File: config.mk
export PLATFORM = sky130hd
export DESIGN_NAME = rmac_sched
export DESIGN_NICKNAME = d
export VERILOG_FILES = /design/src/rtl/rmac_sched_pkg.sv /design/src/rtl/rmac_sched_arb.sv /design/src/rtl/rmac_sched.sv
export SDC_FILE = /design/constraint.sdc
export NUM_CORES = 1
export LEC_CHECK = 0
export ABC_AREA = 1
export CORE_UTILIZATION = 29
export CTS_CLUSTER_DIAMETER = 60
export DETAILED_ROUTE_END_ITERATION = 10
export PLACE_DENSITY_LB_ADDON = 0.3
export RECOVER_POWER = 50
export SLEW_MARGIN = 20
export SYNTH_ARGS = -nofsm -noshare
export SYNTH_HDL_FRONTEND = slang
export SYNTH_SLANG_ARGS = --single-unit
File: constraint.sdc
create_clock -name clk -period 1.1 [get_ports clk]
set_input_delay 0.22 -clock clk [delete_from_list [all_inputs] [get_ports clk]]
set_output_delay 0.22 -clock clk [all_outputs]
set_load 0.05 [all_outputs]
File: src/rtl/rmac_sched_pkg.sv
// Shared definitions for the rmac scheduler: FSM state encoding and
// Q12.20 fixed-point reference constants.
package rmac_sched_pkg;

  // Scheduler FSM states.
  typedef enum logic [2:0] {
    ST_IDLE = 3'd0,
    ST_CLR  = 3'd1,
    ST_RUN  = 3'd2,
    ST_WAIT = 3'd3,
    ST_DONE = 3'd4
  } state_e;

  // Q12.20 format description and handy constants.
  localparam int          Q_INT     = 12;
  localparam int          Q_FRAC    = 20;
  localparam logic [31:0] Q_ONE     = 32'h0010_0000;  //  1.0
  localparam logic [31:0] Q_HALF    = 32'h0008_0000;  //  0.5
  localparam logic [31:0] Q_NEG_ONE = 32'hFFF0_0000;  // -1.0

endpackage : rmac_sched_pkg

File: src/rtl/rmac_sched_arb.sv
// Two-way round-robin arbiter: a lone requester wins outright, a tie goes
// to the neuron that was not served last.
module rr_arb2 (
  input  logic [1:0] req,
  input  logic       last,
  output logic       grant
);

  // Pick the winner from the current request vector and the last winner.
  always_comb begin
    grant = last;
    case (req)
      2'b01:   grant = 1'b0;
      2'b10:   grant = 1'b1;
      2'b11:   grant = ~last;
      default: grant = last;
    endcase
  end

endmodule : rr_arb2

File: src/rtl/rmac_sched.sv
// Round-robin scheduler sharing one Q12.20 MAC between two neurons. Each
// granted request clears the accumulator, streams N weight/input pairs from
// the synchronous operand memory, waits out the MAC latency, captures the
// sum and pulses done for the requester.
module rmac_sched
  import rmac_sched_pkg::*;
#(
  parameter int N       = 8,
  parameter int WIDTH   = 32,
  parameter int INT     = 12,
  parameter int FRAC    = 20,
  parameter int AW      = 4,
  parameter int BASE0   = 0,
  parameter int BASE1   = 8,
  parameter int MAC_LAT = 1
) (
  input  logic             clk,
  input  logic             rst_n,
  input  logic [1:0]       req,
  output logic [1:0]       done,
  output logic [WIDTH-1:0] result,
  output logic             busy,
  output logic             grant,
  output logic             mem_rd,
  output logic [AW-1:0]    mem_addr,
  input  logic [WIDTH-1:0] mem_w,
  input  logic [WIDTH-1:0] mem_x,
  output logic [WIDTH-1:0] mac_w,
  output logic [WIDTH-1:0] mac_x,
  output logic             mac_clr,
  output logic             mac_en,
  output logic             mac_last,
  input  logic [WIDTH-1:0] mac_sum
);

  // Parameter sanity: the fixed-point split must cover the word exactly.
  if (INT + FRAC != WIDTH) begin : g_bad_format
    $error("rmac_sched: INT + FRAC must equal WIDTH");
  end
  if (MAC_LAT < 1) begin : g_bad_latency
    $error("rmac_sched: MAC_LAT must be at least 1");
  end

  localparam int CNT_W = $clog2(N + 1);
  localparam int LAT_W = (MAC_LAT > 1) ? $clog2(MAC_LAT) : 1;

  // Region bases truncated to the address width so BASE+i wraps naturally.
  localparam logic [AW-1:0]    BASE0_A = AW'(BASE0);
  localparam logic [AW-1:0]    BASE1_A = AW'(BASE1);
  localparam logic [CNT_W-1:0] N_C     = CNT_W'(N);
  localparam logic [CNT_W-1:0] N_LAST  = CNT_W'(N - 1);
  localparam logic [LAT_W-1:0] LAT_END = LAT_W'(MAC_LAT - 1);

  state_e             state_q,    state_d;
  logic               grant_q,    grant_d;
  logic               last_q,     last_d;
  logic [CNT_W-1:0]   rd_cnt_q,   rd_cnt_d;
  logic [CNT_W-1:0]   en_cnt_q,   en_cnt_d;
  logic [LAT_W-1:0]   wait_cnt_q, wait_cnt_d;
  logic [WIDTH-1:0]   result_q,   result_d;

  logic               arb_grant;
  logic [AW-1:0]      base;

  rr_arb2 u_arb (
    .req   (req),
    .last  (last_q),
    .grant (arb_grant)
  );

  // Operand region of the neuron currently being served.
  assign base = grant_q ? BASE1_A : BASE0_A;

  // Next-state, counter and output decode for the scheduler FSM.
  always_comb begin
    // NOTE: every signal driven here gets a default first, so no path can
    // leave one unassigned and infer a latch.
    state_d    = state_q;
    grant_d    = grant_q;
    last_d     = last_q;
    rd_cnt_d   = rd_cnt_q;
    en_cnt_d   = en_cnt_q;
    wait_cnt_d = wait_cnt_q;
    result_d   = result_q;
    done       = 2'b00;
    mem_rd     = 1'b0;
    mem_addr   = '0;
    mac_clr    = 1'b0;
    mac_en     = 1'b0;
    mac_last   = 1'b0;

    case (state_q)
      ST_IDLE: begin
        if (req != 2'b00) begin
          grant_d = arb_grant;
          state_d = ST_CLR;
        end
      end

      ST_CLR: begin
        mac_clr  = 1'b1;
        mem_rd   = 1'b1;
        mem_addr = base;
        rd_cnt_d = CNT_W'(1);
        en_cnt_d = '0;
        state_d  = ST_RUN;
      end

      ST_RUN: begin
        // Each cycle consumes the previous cycle's read and issues the next.
        mac_en = 1'b1;
        if (rd_cnt_q < N_C) begin
          mem_rd   = 1'b1;
          mem_addr = base + AW'(rd_cnt_q);
          rd_cnt_d = rd_cnt_q + CNT_W'(1);
        end
        if (en_cnt_q == N_LAST) begin
          mac_last   = 1'b1;
          wait_cnt_d = '0;
          state_d    = ST_WAIT;
        end else begin
          en_cnt_d = en_cnt_q + CNT_W'(1);
        end
      end

      ST_WAIT: begin
        if (wait_cnt_q == LAT_END) begin
          result_d = mac_sum;
          state_d  = ST_DONE;
        end else begin
          wait_cnt_d = wait_cnt_q + LAT_W'(1);
        end
      end

      ST_DONE: begin
        done[grant_q] = 1'b1;
        last_d        = grant_q;
        state_d       = ST_IDLE;
      end

      default: state_d = ST_IDLE;
    endcase
  end

  // State and datapath registers; reset aborts any operation in flight.
  always_ff @(posedge clk or negedge rst_n) begin
    // NOTE: sequential state uses non-blocking assignments so every flop
    // samples pre-edge values regardless of statement order.
    if (!rst_n) begin
      state_q    <= ST_IDLE;
      grant_q    <= 1'b0;
      last_q     <= 1'b1;
      rd_cnt_q   <= '0;
      en_cnt_q   <= '0;
      wait_cnt_q <= '0;
      result_q   <= '0;
    end else begin
      state_q    <= state_d;
      grant_q    <= grant_d;
      last_q     <= last_d;
      rd_cnt_q   <= rd_cnt_d;
      en_cnt_q   <= en_cnt_d;
      wait_cnt_q <= wait_cnt_d;
      result_q   <= result_d;
    end
  end

  // Operands are gated to zero outside accumulate cycles.
  assign mac_w  = mac_en ? mem_w : '0;
  assign mac_x  = mac_en ? mem_x : '0;
  assign result = result_q;
  assign grant  = grant_q;
  assign busy   = (state_q != ST_IDLE);

endmodule : rmac_sched

==> summary.txt, run 1 <==
Timing
  • Final setup violation count: 132
  • Worst Tran Pin Value: 0.358 ns
  • RSZ-0062 raised after global routing: true
  • Final Max Tran Viols: 0
  • Slew HR: 0.761
  • Final min period: 1.78 ns
  • Worst clock skew: 0.00720 ns
  • Setup TNS: -59.35 ns
  • FMAX: 561 MHz
  • Final hold violations: 0
  • Final worst slack: -0.684 ns
  • Final worst-path cycle share: 1.62

Synth
  • Register bit count reported by yosys: 45
  • Adder-cell area share of the yosys netlist: 0.0104
  • Post-synthesis mux area share: 0
  • Synthesized cell area: 2410 µm²
  • Yosys top cell by area: dfrtp_1
  • Synth Area per Inst: 6.61 µm²
  • Simple-gate share of the synthesized area: 0.354
  • Synth top area share: 0.458
  • Synth area leaders: dfrtp_1 (46%), nand2_1 (20%), nor2_1 (12%), inv_1 (12%), buf_2 (2.3%)
  • Main combinational cell family by area after synthesis: simple AND/OR/NAND/NOR gates
  • Synthesis Warnings: 0
  • Compound-Gate Fraction of Synth Area: 0.0166
  • Synth Area in XOR/XNOR: 0
  • Mapped Cells: 364
  • Net Count, Synth: 466
  • Synth unique cells: 19
  • Post-synthesis sequential area ratio: 0.469

Clock network
  • Clock Tree Root: clkbuf_8
  • CTS clk-pin slew, worst paths: 0.09 ns
  • CTS buffer count: 5
  • CTS tree: done
  • Clk_lat worst skew: 0.29 ns
  • # H-tree levels: 2
  • Clk sinks: 45
  • Longest Clk Path Bufs: 2

GRT
  • Vias in the first global route: 3282
  • Total grt overflow: 0
  • Initial antenna violation count: 0
  • Largest net degree at the start of global routing: 49
  • GRT Util Overall: 0.244
  • First-pass GRT wire length: 16.4 mm

Power and ir drop
  • Leak Pwr: 3.18 nW
  • Switch share: 0.494
  • Sw Pwr: 10.3 mW
  • Peak VDD IR: 2090 µV
  • Int Pwr: 10.5 mW
  • Cell Pwr Density: 3160 nW/µm²
  • Gate power share: 0.791
  • Power, Total: 20.9 mW
  • Sequential share of power: 0.160
  • Clock power frac: 0.049

Worst setup path
  • Worst Setup Start Kind: flop
  • Crit path top cell by count: buf_12
  • CP Class: flop to primary output
  • Critical Path End Type: primary output
  • Critical path's slowest cell: dfrtp_1
  • Crit-path max cell delay: 0.43 ns
  • Worst Path Required: 0.88 ns
  • Crit path cell chain: nor2_4 -> nand2_4 -> buf_12 -> nor2_2 -> buf_12
  • Max FO, Critical Path: 48
  • Worst EP arrival: 1.56 ns
  • Delay-heaviest family, CP: simple AND/OR/NAND/NOR gates
  • Buffer and inverter count on the worst path: 2

Floorplanning
  • Ports: 208
  • DIE AREA: 8660 µm²
  • FP Rows: 32
  • Core ar.: 7890 µm²
  • Initial core utilization: 0.305
  • Height of the die: 93.1 µm
  • Die W: 93.1 µm

Run status
  • Violated checks: setup timing
  • Status: finished, violations left

Detailed routing
  • DRT iter0 DRCs: 86
  • Drt pass-1 iters: 4
  • DRC: 0
  • Vias per cell: 4.43
  • Post-Route WL: 10.6 mm
  • Drt wl/cell: 14.8 µm
  • Antenna-violating nets left: 0
  • Vias post-DR: 3165

Finish
  • Most common cell after layout, fill and taps aside: nand2_1
  • Proportion of layout cells with a drive suffix above 1: 0.429
  • Final Util: 0.838
  • Most frequent cells in the layout: nand2_1 (124), buf_12 (112), clkdlybuf4s50_1 (98)
  • Fin nets: 714
  • Number of diodes: 0
  • Syn-to-layout area delta: 175%

Placement
  • GPL Wtd Cong: 0.877
  • IO buf count: 207
  • Hpwl dp: 7.93 mm
  • Dpl ws: -0.371 ns

Flow run
  • Max cap viols: 0

Min path
  • Hold crit path type: primary input to async pin
per-stage QoR:
step	cell area [µm²]	hold WS, ns	instances
4_1_cts	6540	0.354	706
2_1_floorplan	2680	-0.0756	364
3_5_place_dp	6140	0.147	683
5_1_grt	6610	0.357	715
6_report	6610	0.342	715
3_3_place_gp	6140	0.134	683
cells by family (layout without fill, tap and decap cells):
family / count (synthesis) / in the layout
compound gates: 8 / 8
fa+ha+maj: 2 / 2
buf+inv: 91 / 340
flops: 45 / 45
simple gates: 218 / 218
flip-flops by register name, indices dropped and copies added (netlist names):
name      count
result       32
en_cnt_q      4
rd_cnt_q      4
state_q       3
grant         1
last_q        1
final timing paths:
| check | start | end | slack, ns | depth (start not counted) |
|---|---|---|---|---|
| worst max-delay path | state_q[2] | mac_x[29] | -0.68 | 5 |
| worst min-delay path | rst_n | result[14] | 0.34 | 2 |
| worst max register to register | state_q[2] | en_cnt_q[3] | -0.46 | 11 |
| worst min register to register | last_q | last_q | 0.51 | 2 |
| max in group asynchronous | rst_n | last_q | 0.11 | 3 |
| min in group clk | mac_sum[30] | result[30] | 0.45 | 3 |
per-layer routing:
layer / vias up / global-route usage / part of all wire
met5: - / 0 / 0
met2: 154 / 0.463 / 0.54
met3: 21 / 0.0805 / 0.090
li1: 1525 / - / -
met4: 0 / 0.0987 / 0.027
met1: 1465 / 0.242 / 0.34
synthesized netlist by cell type:
master	count
nand3_2	2
nor3_2	1
nand3_1	6
or2_2	1
nand2_1	128
nor3_1	1
o21ai_0	5
inv_2	2
dfstp_2	1
buf_2	11
buf_6	1
inv_1	75
nand2_2	1
clkbuf_1	2
a21oi_1	2
ha_1	2
nor2_1	78
o21ai_1	1
dfrtp_1	44
power groups by stage:
stage / registers (mW) / clock network [mW] / logic [mW]
5_1_grt: 3.42 / 1.11 / 17.2
3_3_place_gp: 3.26 / 0 / 15.0
2_1_floorplan: 5.05 / 0 / 5.54
6_report: 3.34 / 1.02 / 16.5
3_5_place_dp: 3.33 / 0 / 15.2
4_1_cts: 3.31 / 1.04 / 16.2
timing repair:
action,CTS,global route
hold buffers,1,0
pin swaps,3,3
gates resized for setup,30,9
buffers inserted,10,10
cloned,4,0
endpoints found under the setup margin,142,151
endpoints found under the hold margin,10,0
final cells by class:
type | instances | area (µm²)
flip-flops and latches | 45 | 1130
multi-input cells | 228 | 1290
clock inverters | 2 | 15.0
fillers | 411 | 1280
well taps | 102 | 128
inverters | 77 | 302
repair buffers | 255 | 3670
clock buffers | 6 | 72.6
Power figures use the tool's default switching activity.
==> inputs of run 2 (changes only) <==
CORE_UTILIZATION = 32   (was 29)
clock period = 1.75 ns   (was 1.1 ns; I/O delays follow)
==> summary.txt, run 2 (same netlist as run 1, synthesis figures left out) <==
GRT
  • Largest net degree at the start of global routing: 34 (-31%)
  • First-pass GRT wire length: 14.8 mm (-9.4%)
  • Initial antenna violation count: 2 (+2)
  • Total grt overflow: 0 (unchanged)
  • GRT Util Overall: 0.253 (+0.00913)
  • Vias in the first global route: 3032 (-7.6%)

Timing
  • Final min period: 1.92 ns
  • RSZ-0062 raised after global routing: true
  • Final Max Tran Viols: 0 (unchanged)
  • FMAX: 520 MHz
  • Slew HR: 0.308 (-0.454)
  • Final worst slack: -0.173 ns (+0.511 ns)
  • Final hold violations: 0 (unchanged)
  • Final worst-path cycle share: 1.10
  • Worst Tran Pin Value: 1.04 ns (+0.680 ns)
  • Worst clock skew: 0.00469 ns (-0.00251 ns)
  • Final setup violation count: 71 (-46%)

Power and ir drop
  • Peak VDD IR: 1340 µV (-36%)
  • Leak Pwr: 2.82 nW (-11%)
  • Cell Pwr Density: 1940 nW/µm² (-39%)

Worst setup path
  • Worst Path Required: 1.40 ns (+0.52 ns)
  • FF-to-FF setup slack: 0.26 ns (+0.72 ns)
  • CP Class: flop to primary output
  • Critical Path End Type: primary output
  • Worst Setup Start Kind: flop
  • Reg2Reg Depth: 7 (-4)
  • Origin of the critical flop-to-flop path: state_q[2]
  • Max FO, Critical Path: 26 (-46%)
  • Worst R2R End: rd_cnt_q[0]
  • Worst EP arrival: 1.57 ns (about the same)

Finish
  • Most frequent cells in the layout: nand2_1 (125), clkdlybuf4s50_1 (98), buf_12 (76)
  • Final Cell Area: 5800 µm² (-12%)
  • Proportion of layout cells with a drive suffix above 1: 0.358 (-0.0713)
  • Fin nets: 688 (-3.6%)
  • Most common cell after layout, fill and taps aside: nand2_1
  • Number of flip-flops in the largest register: 32 (unchanged)
  • Syn-to-layout area delta: 141%
  • Final Util: 0.799 (-0.0388)

Floorplanning
  • Ports: 208 (unchanged)
  • FP Rows: 31 (-3.1%)
  • Die W: 88.7 µm (-4.7%)
  • Height of the die: 88.7 µm (-4.7%)
  • Initial core utilization: 0.332 (+0.0267)
  • Core ar.: 7250 µm² (-8.0%)
  • DIE AREA: 7870 µm² (-9.2%)

Detailed routing
  • Drt wl/cell: 15.4 µm (+3.7%)
  • Vias per cell: 4.42 (-0.15%)
  • DRC: 0 (unchanged)
  • Post-Route WL: 10.6 mm (-0.18%)
  • DRT iter0 DRCs: 105 (+22%)
  • Antenna-violating nets left: 0 (unchanged)
  • Vias post-DR: 3041 (-3.9%)
  • Drt pass-1 iters: 4 (unchanged)

Clock network
  • CTS clk-pin slew, worst paths: 0.08 ns (about the same)
  • # H-tree levels: 2 (unchanged)
  • Clk_lat worst skew: 0.29 ns (about the same)
  • Clock Tree Root: clkbuf_8
  • Longest Clk Path Bufs: 2 (unchanged)
  • CTS buffer count: 5 (unchanged)
  • CTS tree: done
  • Clk sinks: 45 (unchanged)
  • CTS Hold Buffers Added: 0 (-1)

Run status
  • Violated checks: setup timing
  • Status: finished, violations left

Min path
  • Hold crit path type: primary input to async pin

Placement
  • IO buf count: 207 (unchanged)
  • Hpwl dp: 7.48 mm (-5.6%)
  • Post-DP Area: 5290 µm² (-14%)
  • GPL Wtd Cong: 0.765 (-13%)

Flow run
  • Max cap viols: 0 (unchanged)
## run 2: cell types whose count changed in the layout (fill, tap and decap cells not counted), moves of 3 or more
| cell | delta |
|---|---|
| buf_6 | -4 |
| buf_4 | +3 |
| inv_1 | +3 |
| buf_12 | -36 |
| nand2_2 | -3 |
| clkbuf_1 | +17 |
| nor2_1 | +3 |
## run 2: metal layers
metal | vias up | routed length, µm | global-route usage
li1 | 1474 | - | -
met1 | 1393 | 3730 | 0.262
met2 | 144 | 5550 | 0.462
met3 | 30 | 867 | 0.0709
met4 | 0 | 420 | 0.136
met5 | - | 0 | 0
## run 2: worst max-delay path: stages, from the launching register on
cell     delay, ns
dfrtp_1       0.41
nor2_4        0.20
nand2_8       0.12
buf_12        0.21
nor2_2        0.17
buf_12        0.16
## run 2: layout make-up
| class | instances | area [µm²] |
|---|---|---|
| Antenna cell | 2 | 5.00 |
| Fill cell | 456 | 1460 |
| Clock buffer | 7 | 76.3 |
| Inverter | 77 | 292 |
| Timing Repair Buffer | 229 | 2890 |
| Multi-Input combinational cell | 228 | 1280 |
| Sequential cell | 45 | 1130 |
| Clock inverter | 1 | 7.51 |
| Tap cell | 99 | 124 |
## run 2: how the worst max path moves through the flow
stage / start / endpoint / cells after the start
6_report: state_q[2] / mac_x[8] / 5
5_1_grt: state_q[2] / mac_w[8] / 5
4_1_cts: state_q[2] / mac_w[8] / 5
3_5_place_dp: state_q[2] / mac_w[28] / 5
3_3_place_gp: state_q[2] / mac_w[6] / 5
2_1_floorplan: state_q[0] / mac_w[0] / 5
## run 2: timing repair
action,4_1_cts,5_1_grt
cloned,1,0
setup endpoints to repair,70,74
pin swaps,5,3
resized for setup,88,20
setup buffers,8,6
## run 2: through the flow
step / power [mW] / setup WS (ns) / setup TNS [ns] / cells / hold slack [ns]
6_report: 11.2 / -0.173 / -9.20 / 688 / 0.210
5_1_grt: 11.8 / -0.222 / -13.31 / 688 / 0.280
4_1_cts: 11.1 / -0.0990 / -5.35 / 680 / 0.00503
3_5_place_dp: 9.83 / 0.0563 / 0 / 663 / 0.320
3_3_place_gp: 9.68 / 0.0987 / 0 / 663 / 0.311
2_1_floorplan: 6.27 / -0.175 / -10.62 / 364 / 0.0544
## run 2: report_power, final
part / leakage (nW) / internal (mW) / switching (mW) / total [mW]
clock network: 0.0385 / 0.283 / 0.339 / 0.622
registers: 0.554 / 1.54 / 0.357 / 1.89
logic: 2.23 / 3.32 / 5.41 / 8.73
==> inputs of run 3 (changes only) <==
CORE_AREA = 2 2 81 83   (was unset)
CORE_UTILIZATION = unset   (was 32)
CTS_CLUSTER_DIAMETER = unset   (was 60)
DIE_AREA = 0 0 83 85   (was unset)
DONT_BUFFER_PORTS = 1   (was unset)
==> summary.txt, run 3 (same netlist as run 1, synthesis figures left out) <==
Detailed routing
  • Antenna-violating nets left: 0 (unchanged)
  • Post-Route WL: 7.81 mm (-26%)
  • Drt pass-1 iters: 4 (unchanged)
  • DRT iter0 DRCs: 143 (+36%)
  • Vias per cell: 4.68 (+5.8%)
  • DRC: 0 (unchanged)
  • Drt wl/cell: 14.9 µm (-3.2%)
  • Vias post-DR: 2456 (-19%)

Timing
  • FMAX: 538 MHz (+3.4%)
  • Final worst slack: -0.110 ns (+0.0628 ns)
  • Worst clock skew: 0.00779 ns (+0.00310 ns)
  • Final hold violations: 0 (unchanged)
  • Worst Tran Pin Value: 1.07 ns (+0.0318 ns)
  • RSZ-0062 raised after global routing: true
  • Final setup violation count: 71 (unchanged)
  • Final Max Tran Viols: 0 (unchanged)
  • Final worst-path cycle share: 1.06 (-0.0359)
  • Final min period: 1.86 ns (-0.0628 ns)
  • Setup TNS: -4.50 ns (+4.70 ns)
  • Slew HR: 0.287 (-0.0212)

Worst setup path
  • Crit-path max cell delay: 0.43 ns (+0.02 ns)
  • Origin of the critical flop-to-flop path: en_cnt_q[1]
  • Max FO, Critical Path: 16 (-38%)
  • Worst EP arrival: 1.51 ns (-0.06 ns)
  • Critical path's slowest cell: dfrtp_1
  • Worst Path Required: 1.40 ns (about the same)
  • Critical Path Source: state_q[2]
  • Buffer and inverter count on the worst path: 2 (unchanged)
  • Critical Path End Type: primary output
  • Delay-heaviest family, CP: flip-flops
  • Worst Setup Start Kind: flop
  • CP Class: flop to primary output
  • Crit path cell chain: nor2_4 -> nand2_4 -> buf_12 -> nor3_4 -> buf_6

GRT
  • Vias in the first global route: 2518 (-17%)
  • Largest net degree at the start of global routing: 46 (+35%)
  • Total grt overflow: 0 (unchanged)
  • Initial antenna violation count: 0 (-2)
  • First-pass GRT wire length: 12.1 mm (-18%)
  • GRT Util Overall: 0.212 (-0.0415)

Finish
  • Fin nets: 549 (-20%)
  • Most common cell after layout, fill and taps aside: nand2_1
  • Non-filler instance count after layout: 525 (-24%)
  • Number of diodes: 0 (-2)
  • Number of flip-flops in the largest register: 32 (unchanged)
  • Proportion of layout cells with a drive suffix above 1: 0.350 (-0.00730)
  • Syn-to-layout area delta: 57.7%
  • Fill count: 527 (+16%)
  • Final Cell Area: 3790 µm² (-35%)
  • Most frequent cells in the layout: nand2_1 (124), inv_1 (73), buf_6 (61)

Min path
  • Hold Path Origin: mac_sum[20]
  • Hold crit path type: primary input to flop

Floorplanning
  • DIE AREA: 7060 µm² (-10%)
  • FP Rows: 29 (-6.5%)
  • Height of the die: 85 µm (-4.2%)
  • Core ar.: 6200 µm² (-14%)
  • Ports: 208 (unchanged)
  • Die W: 83 µm (-6.4%)
  • Initial core utilization: 0.388 (+0.0561)

Flow run
  • Max cap viols: 0 (unchanged)

Placement
  • Dpl ws: 0.0791 ns (+0.0228 ns)
  • Post-DP Area: 3190 µm² (-40%)
  • Placed Cells: 507 (-24%)
  • IO buf count: 0 (-100%)
  • Hpwl dp: 5.79 mm (-23%)
  • GPL Wtd Cong: 0.826 (+8.0%)

Clock network
  • Longest Clk Path Bufs: 2 (unchanged)
  • Clock Tree Root: clkbuf_8
  • # H-tree levels: 2 (unchanged)
  • Clk sinks: 45 (unchanged)
  • CTS clk-pin slew, worst paths: 0.08 ns (about the same)
  • CTS tree: done
  • Clk_lat worst skew: 0.29 ns (about the same)
  • CTS buffer count: 5 (unchanged)

Power and ir drop
  • Peak VDD IR: 1290 µV (-4.0%)
  • Cell Pwr Density: 2410 nW/µm² (+24%)
  • Power, Total: 9.15 mW (-19%)
  • Leak Pwr: 2.16 nW (-24%)

Run status
  • Violated checks: setup timing
  • Status: finished, violations left
run 3: what timing repair did:
item                                   CTS  global route
cloned                                   1             0
endpoints found under the hold margin   45             0
setup endpoints to repair               70            72
resized for setup                       79            40
pin swaps                                3             4
hold buffers                             2             0
setup buffers                            4             3
run 3: path summary, 6_finish.rpt:
kind                          endpoint  slack (ns)  depth (start not counted)
max                        mem_addr[0]       -0.11                          5
min                         result[20]        0.17                          2
max reg2reg                en_cnt_q[0]        0.28                          8
min reg2reg                en_cnt_q[1]        0.51                          2
max in group asynchronous    result[7]        0.30                          2
min in group asynchronous   result[17]        0.79                          2
run 3: where the power goes:
part	internal (mW)	total (mW)	switching [mW]
Clock	0.365	0.709	0.344
Combinational	1.79	5.25	3.46
Sequential	1.51	3.19	1.68
Total	3.67	9.15	5.48
run 3: worst register-to-register path, stage by stage, from the launching register on:
cell	delay [ns]
dfrtp_1	0.40
ha_1	0.23
nand2_2	0.11
nor2_4	0.05
buf_4	0.13
nor2_1	0.20
nor2_1	0.12
nand2_1	0.08
nand2_1	0.05
run 3: per-layer routing:
layer	vias to the layer above	wire length, µm	global-route usage	part of all wire
met5	-	0	0	0
met4	0	172	0.0566	0.022
met3	12	518	0.0603	0.066
met2	124	4220	0.392	0.54
met1	1126	2900	0.239	0.37
li1	1194	-	-	-
run 3: per-stage QoR:
stage / hold slack (ns) / utilization
CTS: 0.157 / 0.591
detailed placement: 0.0551 / 0.514
global route: 0.152 / 0.611
global placement: 0.0552 / 0.514
floorplan: 0.0544 / -
finish: 0.166 / 0.611
run 3: area by class of cell:
class / count / area [µm²] / share of cell area
clock inverters: 1 / 8.76 / 0.00231
multi-input cells: 228 / 1120 / 0.294
repair buffers: 90 / 1060 / 0.279
flip-flops and latches: 45 / 1130 / 0.297
clock buffers: 7 / 96.3 / 0.0254
well taps: 77 / 96.3 / 0.0254
inverters: 77 / 289 / 0.0762
